[src/rtl/reg_wb_queue.sv]
// rtl/reg_wb_queue.sv - in-order writeback queue with read forwarding in front of the register bank
module reg_wb_queue #(
    parameter int DEPTH  = 4,
    parameter int DATA_W = 32,
    parameter int ADDR_W = 5
) (
    input  logic                     clk,
    input  logic                     rst,
    input  logic                     in_valid,
    output logic                     in_ready,
    input  logic [ADDR_W-1:0]        in_addr,
    input  logic [DATA_W-1:0]        in_data,
    input  logic                     bank_ready,
    output logic                     wr_en,
    output logic [ADDR_W-1:0]        wr_addr,
    output logic [DATA_W-1:0]        wr_data,
    input  logic [ADDR_W-1:0]        rd_addr_a,
    input  logic [ADDR_W-1:0]        rd_addr_b,
    output logic                     fwd_hit_a,
    output logic [DATA_W-1:0]        fwd_data_a,
    output logic                     fwd_hit_b,
    output logic [DATA_W-1:0]        fwd_data_b,
    output logic [$clog2(DEPTH):0]   count,
    output logic                     busy
);

    localparam int PTR_W = $clog2(DEPTH);
    localparam int CNT_W = PTR_W + 1;

    logic [ADDR_W-1:0] addr_q [DEPTH];
    logic [ADDR_W-1:0] addr_d [DEPTH];
    logic [DATA_W-1:0] data_q [DEPTH];
    logic [DATA_W-1:0] data_d [DEPTH];
    logic [DEPTH-1:0]  valid_q, valid_d;
    logic [PTR_W-1:0]  head_q, head_d;
    logic [PTR_W-1:0]  tail_q, tail_d;
    logic [CNT_W-1:0]  count_q, count_d;

    logic push;
    logic pop;
    logic not_empty;

    // Full is decided by the occupancy counter alone; a same-cycle pop does not open a slot.
    assign not_empty = (count_q != '0);
    assign in_ready  = (count_q < CNT_W'(DEPTH));
    // Writes to $zero complete the handshake but are never stored.
    assign push      = in_valid & in_ready & (in_addr != '0);
    assign pop       = not_empty & bank_ready;

    assign wr_en   = pop;
    assign wr_addr = not_empty ? addr_q[head_q] : '0;
    assign wr_data = not_empty ? data_q[head_q] : '0;
    assign count   = count_q;
    assign busy    = not_empty;

    // Next-state for pointers, occupancy, valid bits and entry storage.
    always_comb begin
        addr_d  = addr_q;
        data_d  = data_q;
        valid_d = valid_q;
        head_d  = head_q;
        tail_d  = tail_q;
        count_d = count_q;

        if (push) begin
            addr_d[tail_q]  = in_addr;
            data_d[tail_q]  = in_data;
            valid_d[tail_q] = 1'b1;
            tail_d          = tail_q + PTR_W'(1);
        end

        // When both happen the queue is neither empty nor full, so head != tail.
        if (pop) begin
            valid_d[head_q] = 1'b0;
            head_d          = head_q + PTR_W'(1);
        end

        case ({push, pop})
            2'b10:   count_d = count_q + CNT_W'(1);
            2'b01:   count_d = count_q - CNT_W'(1);
            default: count_d = count_q;
        endcase
    end

    // Control state; reset discards anything pending and wins over push/pop.
    always_ff @(posedge clk) begin
        if (rst) begin
            head_q  <= '0;
            tail_q  <= '0;
            count_q <= '0;
            valid_q <= '0;
        end else begin
            head_q  <= head_d;
            tail_q  <= tail_d;
            count_q <= count_d;
            valid_q <= valid_d;
        end
    end

    // Entry payload storage; contents are qualified by the valid bits, so no reset needed.
    always_ff @(posedge clk) begin
        addr_q <= addr_d;
        data_q <= data_d;
    end

    // Forwarding lookup: walk oldest to youngest so the youngest match overwrites earlier ones.
    always_comb begin
        logic [PTR_W-1:0] idx;
        idx        = '0;
        fwd_hit_a  = 1'b0;
        fwd_data_a = '0;
        fwd_hit_b  = 1'b0;
        fwd_data_b = '0;
        for (int i = 0; i < DEPTH; i++) begin
            idx = head_q + PTR_W'(i);
            if (valid_q[idx] && (rd_addr_a != '0) && (addr_q[idx] == rd_addr_a)) begin
                fwd_hit_a  = 1'b1;
                fwd_data_a = data_q[idx];
            end
            if (valid_q[idx] && (rd_addr_b != '0) && (addr_q[idx] == rd_addr_b)) begin
                fwd_hit_b  = 1'b1;
                fwd_data_b = data_q[idx];
            end
        end
    end

endmodule

[config.mk]
export PLATFORM = sky130hd
export DESIGN_NAME = reg_wb_queue
export DESIGN_NICKNAME = d
export VERILOG_FILES = /design/src/rtl/reg_wb_queue.sv
export SDC_FILE = /design/constraint.sdc
export NUM_CORES = 1
export LEC_CHECK = 0
export CORE_ASPECT_RATIO = 1.25
export CORE_MARGIN = 10
export CORE_UTILIZATION = 40
export DETAILED_ROUTE_END_ITERATION = 16
export SYNTH_ARGS = -nofsm -noshare
export SYNTH_HDL_FRONTEND = slang
export SYNTH_SLANG_ARGS = --single-unit
[constraint.sdc]
create_clock -name clk -period 12 [get_ports clk]
set_clock_uncertainty 0.05 [all_clocks]
set_input_delay 1.2 -clock clk [delete_from_list [all_inputs] [get_ports clk]]
set_output_delay 1.2 -clock clk [all_outputs]
set_load 0.01 [all_outputs]
==> results.txt, run 1 <==
Clock transition at path regs - 0.07 ns
list of cells traversed by the critical path - inv_2 > buf_4 > ha_2 > buf_4 > inv_2 > buf_4 > mux2i_1 > buf_4 > or2_0 > nand2_2 > o221ai_1 > clkdlybuf4s50_1
dpl cells - 1,598
proportion of synthesized flip-flops having asynchronous set or reset - 0%
leading cell types by total area after synthesis - sky130_fd_sc_hd__edfxtp_1 (39%), sky130_fd_sc_hd__mux2i_1 (8.7%), sky130_fd_sc_hd__mux2_2 (7.8%)
number of buffers and inverters on the critical path - 7
Crit path largest cell delay - 0.62 ns
number of antenna violations at the first check in global routing - 0
post-detailed-placement half-perimeter wirelength - 24,900 um
total of fill cells in the finished design - 2,555
starting DRC count in detailed routing - 734
final count of hold timing violations - 0
clk buf depth - 2
Mapped Cells - 1,166
Global Route met1 Usage - 24.99%
NetSw - 0.001223 W
combinational cell fraction of total power - 55.0%
final hold slack - 0.4966 ns
number of different library cells in the post-synthesis netlist - 60
TritonCTS clock tree - built
DRC errors left - 0
full die area - 35,620 um^2
number of iterations in the first detailed-routing pass - 5
layer with the highest usage - met2
core area - 27,820 um^2
global-route usage over all layers - 20.37%
quantity of gates resized following cts - 0
Max rail drop VDD - 91.29 uV
unrepaired setup endpoints after global routing - no
met2 layer usage reported by global route - 35.74%
required time reported for the critical path endpoint - 10.75 ns
power share of the sequential group - 26.0%
utilization after layout - 49.56%
Post-Syn Nets - 1,227
global routing usage on met3 - 3.315%
startpoint kind of the worst setup timing path - flop
cell-internal power - 0.001655 W
Sw Share - 42.50%
FF+latch count, synth - 159
vias in the first global route - 9,590
number of cell rows - 68
Area Overhead vs Synth - 21.23%
H-Tree Level Count - 4
count of final setup violators - 0
Worst Setup End Kind - output pin
path category of the worst min-delay check - flop to flop
LEAKAGE - 4.567 nW
Chip Height - 208.5 um
clock network fraction of design power - 19.0%
fmax - 0.1393 GHz
GRT overflow - 0
netlist area before placement - 11,370 um^2
Root Buffer Master - sky130_fd_sc_hd__clkbuf_16
number of synthesized flops with an enable pin - 148
critical path class - flop to output pin
kind of cell adding the most delay to the critical path - buffers and inverters
actual slew at the worst max-slew pin - 1.053 ns
Clk Latency, worst-skew pair - 0.42 ns
Warnings, synthesis - 0
minimum clock period after layout - 7.178 ns
CP dominant cell by count - sky130_fd_sc_hd__buf_4
share of the synthesized area in the top cell type - 39.07%
slowest stage cell, crit path - sky130_fd_sc_hd__buf_4
die span in x - 170.8 um
Sink Count - 159
I/O pins - 160
max-slew violation count - 0
register area share after synthesis - 41.01%
net total in the final layout - 1,328
maximum number of pins on one net before global-route repair - 76
arrival time at the worst endpoint - 5.93 ns
total negative setup slack - 0 ns
mean area per synthesized cell - 9.755 um^2
number of standard cells in the layout, taps in and fillers out - 1,631
IO buf count - 159
Vias - 9,727
cell area power density - 208.7 nW/um^2
post-layout total power - 0.002878 W
starting utilization of the core area - 40.88%
routed len/inst - 22.75 um
share of layout cells above drive strength 1 - 14.14%
count of nets left with antenna violations after detail routing - 0
overall routed net length - 37,110 um
placer's final routability congestion estimate - 0.9064
crit-path max FO - 75
Top FF cell, synth - sky130_fd_sc_hd__edfxtp_1
setup fix buffers added after clock tree synthesis - 0
Final period util - 59.82%
count of hold buffers inserted by post-cts repair - 0
status - finished clean
biggest area consumer among synthesized cells - sky130_fd_sc_hd__edfxtp_1
number of max-cap violations - 0
drt via density - 5.964
relative max-transition margin - 29.77%
number of buffers added by the clock tree synthesis step - 17
wire length of the first global-routing pass - 56,610 um
==> sequential cells by signal, summed over array words and instances, names as in the netlist <==
name / flops
head_q: 2
tail_q: 2
data_q: 128
valid_q: 4
count: 3
addr_q: 20
==> cell usage in the layout (no fill, tap or decap), types with 4 or more instances in the layout <==
cell	n
sky130_fd_sc_hd__clkinvlp_4	4
sky130_fd_sc_hd__a211oi_1	7
sky130_fd_sc_hd__and2_1	6
sky130_fd_sc_hd__nand2_1	111
sky130_fd_sc_hd__o211ai_1	25
sky130_fd_sc_hd__o22a_1	6
sky130_fd_sc_hd__nor4_1	4
sky130_fd_sc_hd__xnor2_1	35
sky130_fd_sc_hd__nor2b_1	6
sky130_fd_sc_hd__a21o_1	5
sky130_fd_sc_hd__a221oi_1	5
sky130_fd_sc_hd__buf_4	22
sky130_fd_sc_hd__a21oi_1	91
sky130_fd_sc_hd__inv_1	12
sky130_fd_sc_hd__mux2_1	4
sky130_fd_sc_hd__clkbuf_16	17
sky130_fd_sc_hd__xor2_1	11
sky130_fd_sc_hd__or3_1	7
sky130_fd_sc_hd__o22ai_1	6
sky130_fd_sc_hd__edfxtp_1	148
sky130_fd_sc_hd__mux2i_1	99
sky130_fd_sc_hd__mux2_2	79
sky130_fd_sc_hd__and2_2	4
sky130_fd_sc_hd__ha_1	8
sky130_fd_sc_hd__clkdlybuf4s50_1	159
sky130_fd_sc_hd__o211a_1	5
sky130_fd_sc_hd__dfxtp_1	9
sky130_fd_sc_hd__nor3_1	39
sky130_fd_sc_hd__nand2b_1	6
sky130_fd_sc_hd__mux4_2	18
sky130_fd_sc_hd__o21ai_0	93
sky130_fd_sc_hd__nor2_1	145
sky130_fd_sc_hd__o221ai_2	9
sky130_fd_sc_hd__o221ai_1	13
==> through the flow <==
step	area, um^2	setup WS, ns
after global routing	13790	4.452
after floorplan	11370	6.850
after detailed placement	13200	5.392
after CTS	13790	4.897
final	13790	4.822
after global placement	13200	5.473
==> Yosys cell counts (14+ instances only) <==
cell / number
sky130_fd_sc_hd__a21oi_1: 91
sky130_fd_sc_hd__buf_2: 25
sky130_fd_sc_hd__clkbuf_1: 58
sky130_fd_sc_hd__edfxtp_1: 148
sky130_fd_sc_hd__inv_1: 14
sky130_fd_sc_hd__mux2_2: 79
sky130_fd_sc_hd__mux2i_1: 99
sky130_fd_sc_hd__mux4_2: 18
sky130_fd_sc_hd__nand2_1: 112
sky130_fd_sc_hd__nor2_1: 147
sky130_fd_sc_hd__nor3_1: 40
sky130_fd_sc_hd__o211ai_1: 25
sky130_fd_sc_hd__o21ai_0: 93
sky130_fd_sc_hd__o221ai_1: 14
sky130_fd_sc_hd__xnor2_1: 35
==> power by group through the flow <==
stage               clock network, W  registers, W  logic (W)
finish                      0.000546      0.000749    0.00158
global route                0.000578      0.000761    0.00172
CTS                         0.000554      0.000750    0.00159
detailed placement                 0      0.000762    0.00158
global placement                   0      0.000757    0.00157
floorplan                          0      0.000720    0.00108
==> cell type report <==
type / count / area (um^2) / area share, %
Multi-Input combinational cell: 894 / 6285 / 45.58
Sequential cell: 159 / 4669 / 33.86
Timing Repair Buffer: 181 / 1757 / 12.74
Tap cell: 350 / 437.9 / 3.176
Clock buffer: 18 / 429.2 / 3.112
Clock inverter: 14 / 156.4 / 1.134
Inverter: 14 / 52.55 / 0.3811
Antenna cell: 1 / 2.502 / 0.01815
==> cells by family (layout without fill, tap and decap cells) <==
| group | Yosys count | after routing | synth area share, % |
|---|---|---|---|
| other cells | 0 | 1 | 0 |
| buf+inv | 113 | 227 | 4.400 |
| flops | 159 | 159 | 41.01 |
| mux | 200 | 200 | 20.49 |
| simple gates | 352 | 352 | 13.49 |
| fa+ha+maj | 10 | 10 | 1.166 |
| xor+xnor | 46 | 46 | 3.542 |
| compound gates | 286 | 286 | 15.91 |
==> layer usage <==
layer  part of all wire, %  wire [um]
met5                     0          0
met4                   1.9        705
met3                   5.7       2132
met2                    51      19010
met1                    41      15260
==> tightest hold or removal path: cells and delay by family, from the launching register on <==
kind | cells | cell delay [ns]
flip-flops | 1 | 0.35
AO/OA/AOI/OAI | 2 | 0.15
==> final timing paths <==
| kind | from | cells after the start | slack, ns | to |
|---|---|---|---|---|
| max | head_q[1] | 12 | 4.82 | fwd_data_b[29] |
| min | count[2] | 2 | 0.50 | count[2] |
| max reg2reg | count[2] | 9 | 9.29 | count[2] |
| min reg2reg | count[2] | 2 | 0.50 | count[2] |
No activity file was read; power rests on OpenSTA's default activity.
==> run 2, diff against run 1 <==
==> constraint.sdc (replaced) <==
create_clock -name clk -period 7.4 [get_ports clk]
set_clock_uncertainty 0.05 [all_clocks]
set_input_delay 0.74 -clock clk [delete_from_list [all_inputs] [get_ports clk]]
set_output_delay 0.74 -clock clk [all_outputs]
set_load 0.01 [all_outputs]
==> results.txt, run 2 (synthesis gave the netlist of run 1 again) <==
status - finished clean
minimum clock period after layout - 6.280 ns
number of iterations in the first detailed-routing pass - 5 (unchanged)
LEAKAGE - 4.585 nW (+0.40%)
number of flip-flops in the largest register - 128 (unchanged)
final count of hold timing violations - 0 (unchanged)
arrival time at the worst endpoint - 5.49 ns (-0.44 ns)
setup fix buffers added after clock tree synthesis - 0 (unchanged)
number of standard cells in the layout, taps in and fillers out - 1,632 (+0.061%)
clk buf depth - 2 (unchanged)
IO buf count - 159 (unchanged)
relative max-transition margin - 32.45% (+2.7 points)
starting DRC count in detailed routing - 799 (+8.9%)
path category of the worst min-delay check - flop to flop
Chip Height - 208.5 um (unchanged)
r2r startpoint - count[2]
core area - 27,820 um^2 (unchanged)
full die area - 35,620 um^2 (unchanged)
Area Overhead vs Synth - 21.55%
slowest stage cell, crit path - sky130_fd_sc_hd__dfxtp_4
die span in x - 170.8 um (unchanged)
global-route usage over all layers - 20.27% (-0.095 points)
count of hold buffers inserted by post-cts repair - 0 (unchanged)
wire length of the first global-routing pass - 56,160 um (-0.80%)
Max rail drop VDD - 163.6 uV (+79%)
critical path class - flop to output pin
final hold slack - 0.4915 ns (-0.005153 ns)
Largest regs - data_q x128, addr_q x20, valid_q x4
number of antenna violations at the first check in global routing - 3 (+3)
highest-count cells in the layout ignoring fill and taps - sky130_fd_sc_hd__clkdlybuf4s50_1 (159), sky130_fd_sc_hd__edfxtp_1 (148), sky130_fd_sc_hd__nor2_1 (145)
overall routed net length - 36,590 um (-1.4%)
startpoint kind of the worst setup timing path - flop
Sink Count - 159 (unchanged)
GRT overflow - 0 (unchanged)
actual slew at the worst max-slew pin - 0.9850 ns (-0.06836 ns)
Vias - 9,583 (-1.5%)
worst-case setup margin in the final layout - 1.120 ns (-3.702 ns)
share of layout cells above drive strength 1 - 13.98% (-0.16 points)
count of final setup violators - 0 (unchanged)
pre-CTS setup slack - 1.565 ns (-3.828 ns)
Root Buffer Master - sky130_fd_sc_hd__clkbuf_16
most common library cell in the layout ignoring fill and taps - sky130_fd_sc_hd__clkdlybuf4s50_1
count of nets left with antenna violations after detail routing - 0 (unchanged)
unrepaired setup endpoints after global routing - no
number of max-cap violations - 0 (unchanged)
required time reported for the critical path endpoint - 6.61 ns (-4.14 ns)
register with the most flip-flops - data_q
Clk Latency, worst-skew pair - 0.44 ns (+0.02 ns)
cell area power density - 341.1 nW/um^2 (+63%)
max-slew violation count - 0 (unchanged)
endpoint of the most critical register-to-register path - count[2]
quantity of gates resized following cts - 0 (unchanged)
vias in the first global route - 9,687 (+1.0%)
Worst Setup End Kind - output pin
I/O pins - 160 (unchanged)
net total in the final layout - 1,328 (unchanged)
list of cells traversed by the critical path - inv_1 > ha_2 > buf_4 > mux4_2 > nand3_1 > or2_0 > nand2_2 > o221ai_1 > clkdlybuf4s50_1
Clock transition at path regs - 0.07 ns (about the same)
Reg2Reg Setup Slack - 4.64 ns (-4.65 ns)
crit-path max FO - 67 (-11%)
source of the critical timing path - head_q[0]
placer's final routability congestion estimate - 0.8942 (-1.3%)
routed len/inst - 22.42 um (-1.5%)
fmax - 0.1592 GHz
post-layout total power - 0.004715 W (+64%)
Crit path largest cell delay - 0.72 ns (+0.10 ns)
termination of the worst setup path - fwd_data_b[29]
drt via density - 5.872 (-1.5%)
maximum number of pins on one net before global-route repair - 80 (+5.3%)
total negative setup slack - 0 ns (unchanged)
post-detailed-placement half-perimeter wirelength - 24,300 um (-2.4%)
TritonCTS clock tree - built
starting utilization of the core area - 40.88% (unchanged)
DRC errors left - 0 (unchanged)
dpl cells - 1,598 (unchanged)
cell count of the worst reg-to-reg path - 9 (unchanged)
Final period util - 84.86%
H-Tree Level Count - 4 (unchanged)
number of cell rows - 68 (unchanged)
number of buffers added by the clock tree synthesis step - 17 (unchanged)
[run 2: cell count changes in the layout (fill, tap and decap cells not counted)]
cell                         before  now
sky130_fd_sc_hd__diode_2          1    2
sky130_fd_sc_hd__clkinv_4         1    2
sky130_fd_sc_hd__clkbuf_1         1    3
sky130_fd_sc_hd__clkinv_2         1    0
sky130_fd_sc_hd__clkinvlp_4       4    2
sky130_fd_sc_hd__inv_8            2    0
sky130_fd_sc_hd__bufinv_16        2    4
[run 2: through the flow]
step,area (um^2),util (%)
6_report,13830,49.69
5_1_grt,13830,49.69
4_1_cts,13820,49.68
3_5_place_dp,13200,47.45
3_3_place_gp,13200,47.45
2_1_floorplan,11370,-
[run 2: area by class of cell]
cell class / instances / area (um^2)
Fill cell: 2572 / 14000
Multi-Input combinational cell: 894 / 6285
Timing Repair Buffer: 181 / 1757
Sequential cell: 159 / 4669
Inverter: 14 / 52.55
Antenna cell: 2 / 5.005
Tap cell: 350 / 437.9
Clock buffer: 20 / 436.7
Clock inverter: 12 / 182.7
[run 2: worst min-delay path by stage]
stage / start / endpoint / slack, ns / depth (start not counted)
5_1_grt: valid_q[1] / valid_q[1] / 0.53 / 2
3_5_place_dp: count[2] / count[2] / 0.49 / 2
3_3_place_gp: count[2] / count[2] / 0.48 / 2
2_1_floorplan: valid_q[3] / valid_q[3] / 0.45 / 2
4_1_cts: count[2] / count[2] / 0.50 / 2
6_report: count[2] / count[2] / 0.49 / 2
[run 2: power breakdown]
group	internal, W	switching [W]	total, W
Sequential	0.00111	0.0000963	0.00120
Clock	0.000567	0.000367	0.000934
Combinational	0.00108	0.00150	0.00258
[run 2: per-layer routing]
layer | vias up | share of wire, % | GRT usage [%]
li1 | 4509 | - | -
met1 | 4671 | 41 | 24.53
met2 | 346 | 50 | 34.44
met3 | 57 | 6.2 | 3.940
met4 | 0 | 2.8 | 8.056
met5 | - | 0 | 0
[run 2: worst max-delay path, delay by kind of cell (launching register included)]
| kind | cells | cell delay [ns] |
|---|---|---|
| buffers and inverters | 3 | 1.39 |
| AND/OR/NAND/NOR | 3 | 1.32 |
| flip-flops | 1 | 0.72 |
| multiplexers | 1 | 0.61 |
| AO/OA/AOI/OAI | 1 | 0.50 |
| adder cells (fa/ha/maj) | 1 | 0.49 |
==> run 3, diff against run 2 <==
==> constraint.sdc (replaced) <==
create_clock -name clk -period 6.5 [get_ports clk]
set_clock_uncertainty 0.05 [all_clocks]
set_input_delay 0.65 -clock clk [delete_from_list [all_inputs] [get_ports clk]]
set_output_delay 0.65 -clock clk [all_outputs]
set_load 0.01 [all_outputs]
==> results.txt, run 3 (synthesis gave the netlist of run 1 again) <==
status - finished clean
Clock transition at path regs - 0.06 ns (about the same)
utilization after layout - 49.55% (-0.14 points)
number of cell rows - 68 (unchanged)
vias in the first global route - 9,715 (+0.29%)
cell area power density - 384.1 nW/um^2 (+13%)
Max rail drop VDD - 223.6 uV (+37%)
critical path class - flop to output pin
number of antenna violations at the first check in global routing - 2 (-1)
number of flip-flops in the largest register - 128 (unchanged)
NetSw - 0.002238 W (+14%)
TritonCTS clock tree - built
placer's final routability congestion estimate - 0.8937 (about the same)
number of iterations in the first detailed-routing pass - 5 (unchanged)
cell count of the worst reg-to-reg path - 9 (unchanged)
path category of the worst min-delay check - flop to flop
crit-path max FO - 30 (-55%)
die span in x - 170.8 um (unchanged)
global-route usage over all layers - 20.50% (+0.23 points)
H-Tree Level Count - 4 (unchanged)
most common library cell in the layout ignoring fill and taps - sky130_fd_sc_hd__clkdlybuf4s50_1
Final period util - 91.49%
DRC errors left - 0 (unchanged)
overall routed net length - 36,970 um (+1.0%)
Area Overhead vs Synth - 21.21%
clk buf depth - 2 (unchanged)
startpoint kind of the worst setup timing path - flop
Clk Latency, worst-skew pair - 0.44 ns (about the same)
post-layout total power - 0.005296 W (+12%)
net total in the final layout - 1,329 (+0.075%)
quantity of gates resized following cts - 0 (unchanged)
Root Buffer Master - sky130_fd_sc_hd__clkbuf_16
list of cells traversed by the critical path - inv_1 > ha_2 > inv_2 > nor3_1 > o22ai_4 > o22ai_2 > buf_4 > o211ai_1 > a21oi_1 > clkdlybuf4s50_1
count of final setup violators - 0 (unchanged)
unrepaired setup endpoints after global routing - no
power share of the sequential group - 25.7% (+0.2 points)
arrival time at the worst endpoint - 5.25 ns (-0.24 ns)
cell-internal power - 0.003058 W (+11%)
Crit path largest cell delay - 0.76 ns (+0.04 ns)
Vias - 9,710 (+1.3%)
full die area - 35,620 um^2 (unchanged)
Sink Count - 159 (unchanged)
routed len/inst - 22.64 um (+0.98%)
actual slew at the worst max-slew pin - 1.230 ns (+0.2450 ns)
clock network fraction of design power - 18.6% (-1.2 points)
relative max-transition margin - 18.00% (-14 points)
number of buffers added by the clock tree synthesis step - 17 (unchanged)
I/O pins - 160 (unchanged)
required time reported for the critical path endpoint - 5.80 ns (-0.81 ns)
fmax - 0.1682 GHz
count of nets left with antenna violations after detail routing - 0 (unchanged)
starting DRC count in detailed routing - 637 (-20%)
highest-count cells in the layout ignoring fill and taps - sky130_fd_sc_hd__clkdlybuf4s50_1 (159), sky130_fd_sc_hd__edfxtp_1 (148), sky130_fd_sc_hd__nor2_1 (145)
setup fix buffers added after clock tree synthesis - 0 (unchanged)
combinational cell fraction of total power - 55.7% (+1.0 points)
Min-Delay Path Depth - 2 (unchanged)
register with the most flip-flops - data_q
IO buf count - 159 (unchanged)
minimum clock period after layout - 5.947 ns
post-detailed-placement half-perimeter wirelength - 25,260 um (+4.0%)
slowest stage cell, crit path - sky130_fd_sc_hd__o22ai_2
drt via density - 5.946 (+1.3%)
count of hold buffers inserted by post-cts repair - 0 (unchanged)
core area - 27,820 um^2 (unchanged)
LEAKAGE - 4.560 nW (-0.55%)
GRT overflow - 0 (unchanged)
max-slew violation count - 0 (unchanged)
maximum number of pins on one net before global-route repair - 80 (unchanged)
wire length of the first global-routing pass - 56,830 um (+1.2%)
starting utilization of the core area - 40.88% (unchanged)
number of max-cap violations - 0 (unchanged)
share of layout cells above drive strength 1 - 14.05% (+0.067 points)
total negative setup slack - 0 ns (unchanged)
final count of hold timing violations - 0 (unchanged)
Chip Height - 208.5 um (unchanged)
Sw Share - 42.25% (+0.55 points)
Worst Setup End Kind - output pin
Largest regs - data_q x128, addr_q x20, valid_q x4
[run 3: cell type report]
cell class	instances	area (um^2)
fillers	2592	14030
flip-flops and latches	159	4669
multi-input cells	894	6285
clock buffers	20	436.7
inverters	14	52.55
diodes	2	5.005
well taps	350	437.9
clock inverters	12	136.4
repair buffers	182	1764
[run 3: critical path: cells and delay by family, from the launching register on]
family,cells,cell delay (ns)
buffers and inverters,4,1.43
and+or+nand+nor,1,0.48
DFF,1,0.66
adders and majority gates,1,0.72
AOI/OAI and AO/OA,4,1.50
[run 3: layer usage]
| metal | part of all wire (%) | routed length, um | track usage (%) |
|---|---|---|---|
| met4 | 2.9 | 1086 | 8.775 |
| met5 | 0 | 0 | 0 |
| met1 | 41 | 15130 | 24.76 |
| met3 | 6.0 | 2221 | 3.997 |
| met2 | 50 | 18540 | 34.60 |
[run 3: power by group through the flow]
stage	Clock, W	Sequential, W	Combinational (W)
3_3_place_gp	0	0.00137	0.00294
2_1_floorplan	0	0.00133	0.00200
5_1_grt	0.00104	0.00138	0.00321
6_report	0.000985	0.00136	0.00295
3_5_place_dp	0	0.00138	0.00295
4_1_cts	0.00100	0.00136	0.00296
[run 3: worst paths after layout]
path,startpoint,end,slack [ns]
setup / recovery,head_q[0],fwd_data_a[13],0.55
hold / removal,count[2],count[2],0.50
setup reg to reg,count[2],count[2],3.72
hold reg to reg,count[2],count[2],0.50
[run 3: metrics by stage]
step                      hold WS, ns  area (um^2)  std cells  setup WS (ns)
after floorplan                0.4511        11370       1166          1.900
after global placement         0.4820        13210       1599          1.028
after detailed placement       0.4970        13210       1599          1.012
after CTS                      0.5058        13780       1631         0.5390
after global routing           0.5332        13790       1633         0.2219
final                          0.4986        13790       1633         0.5530
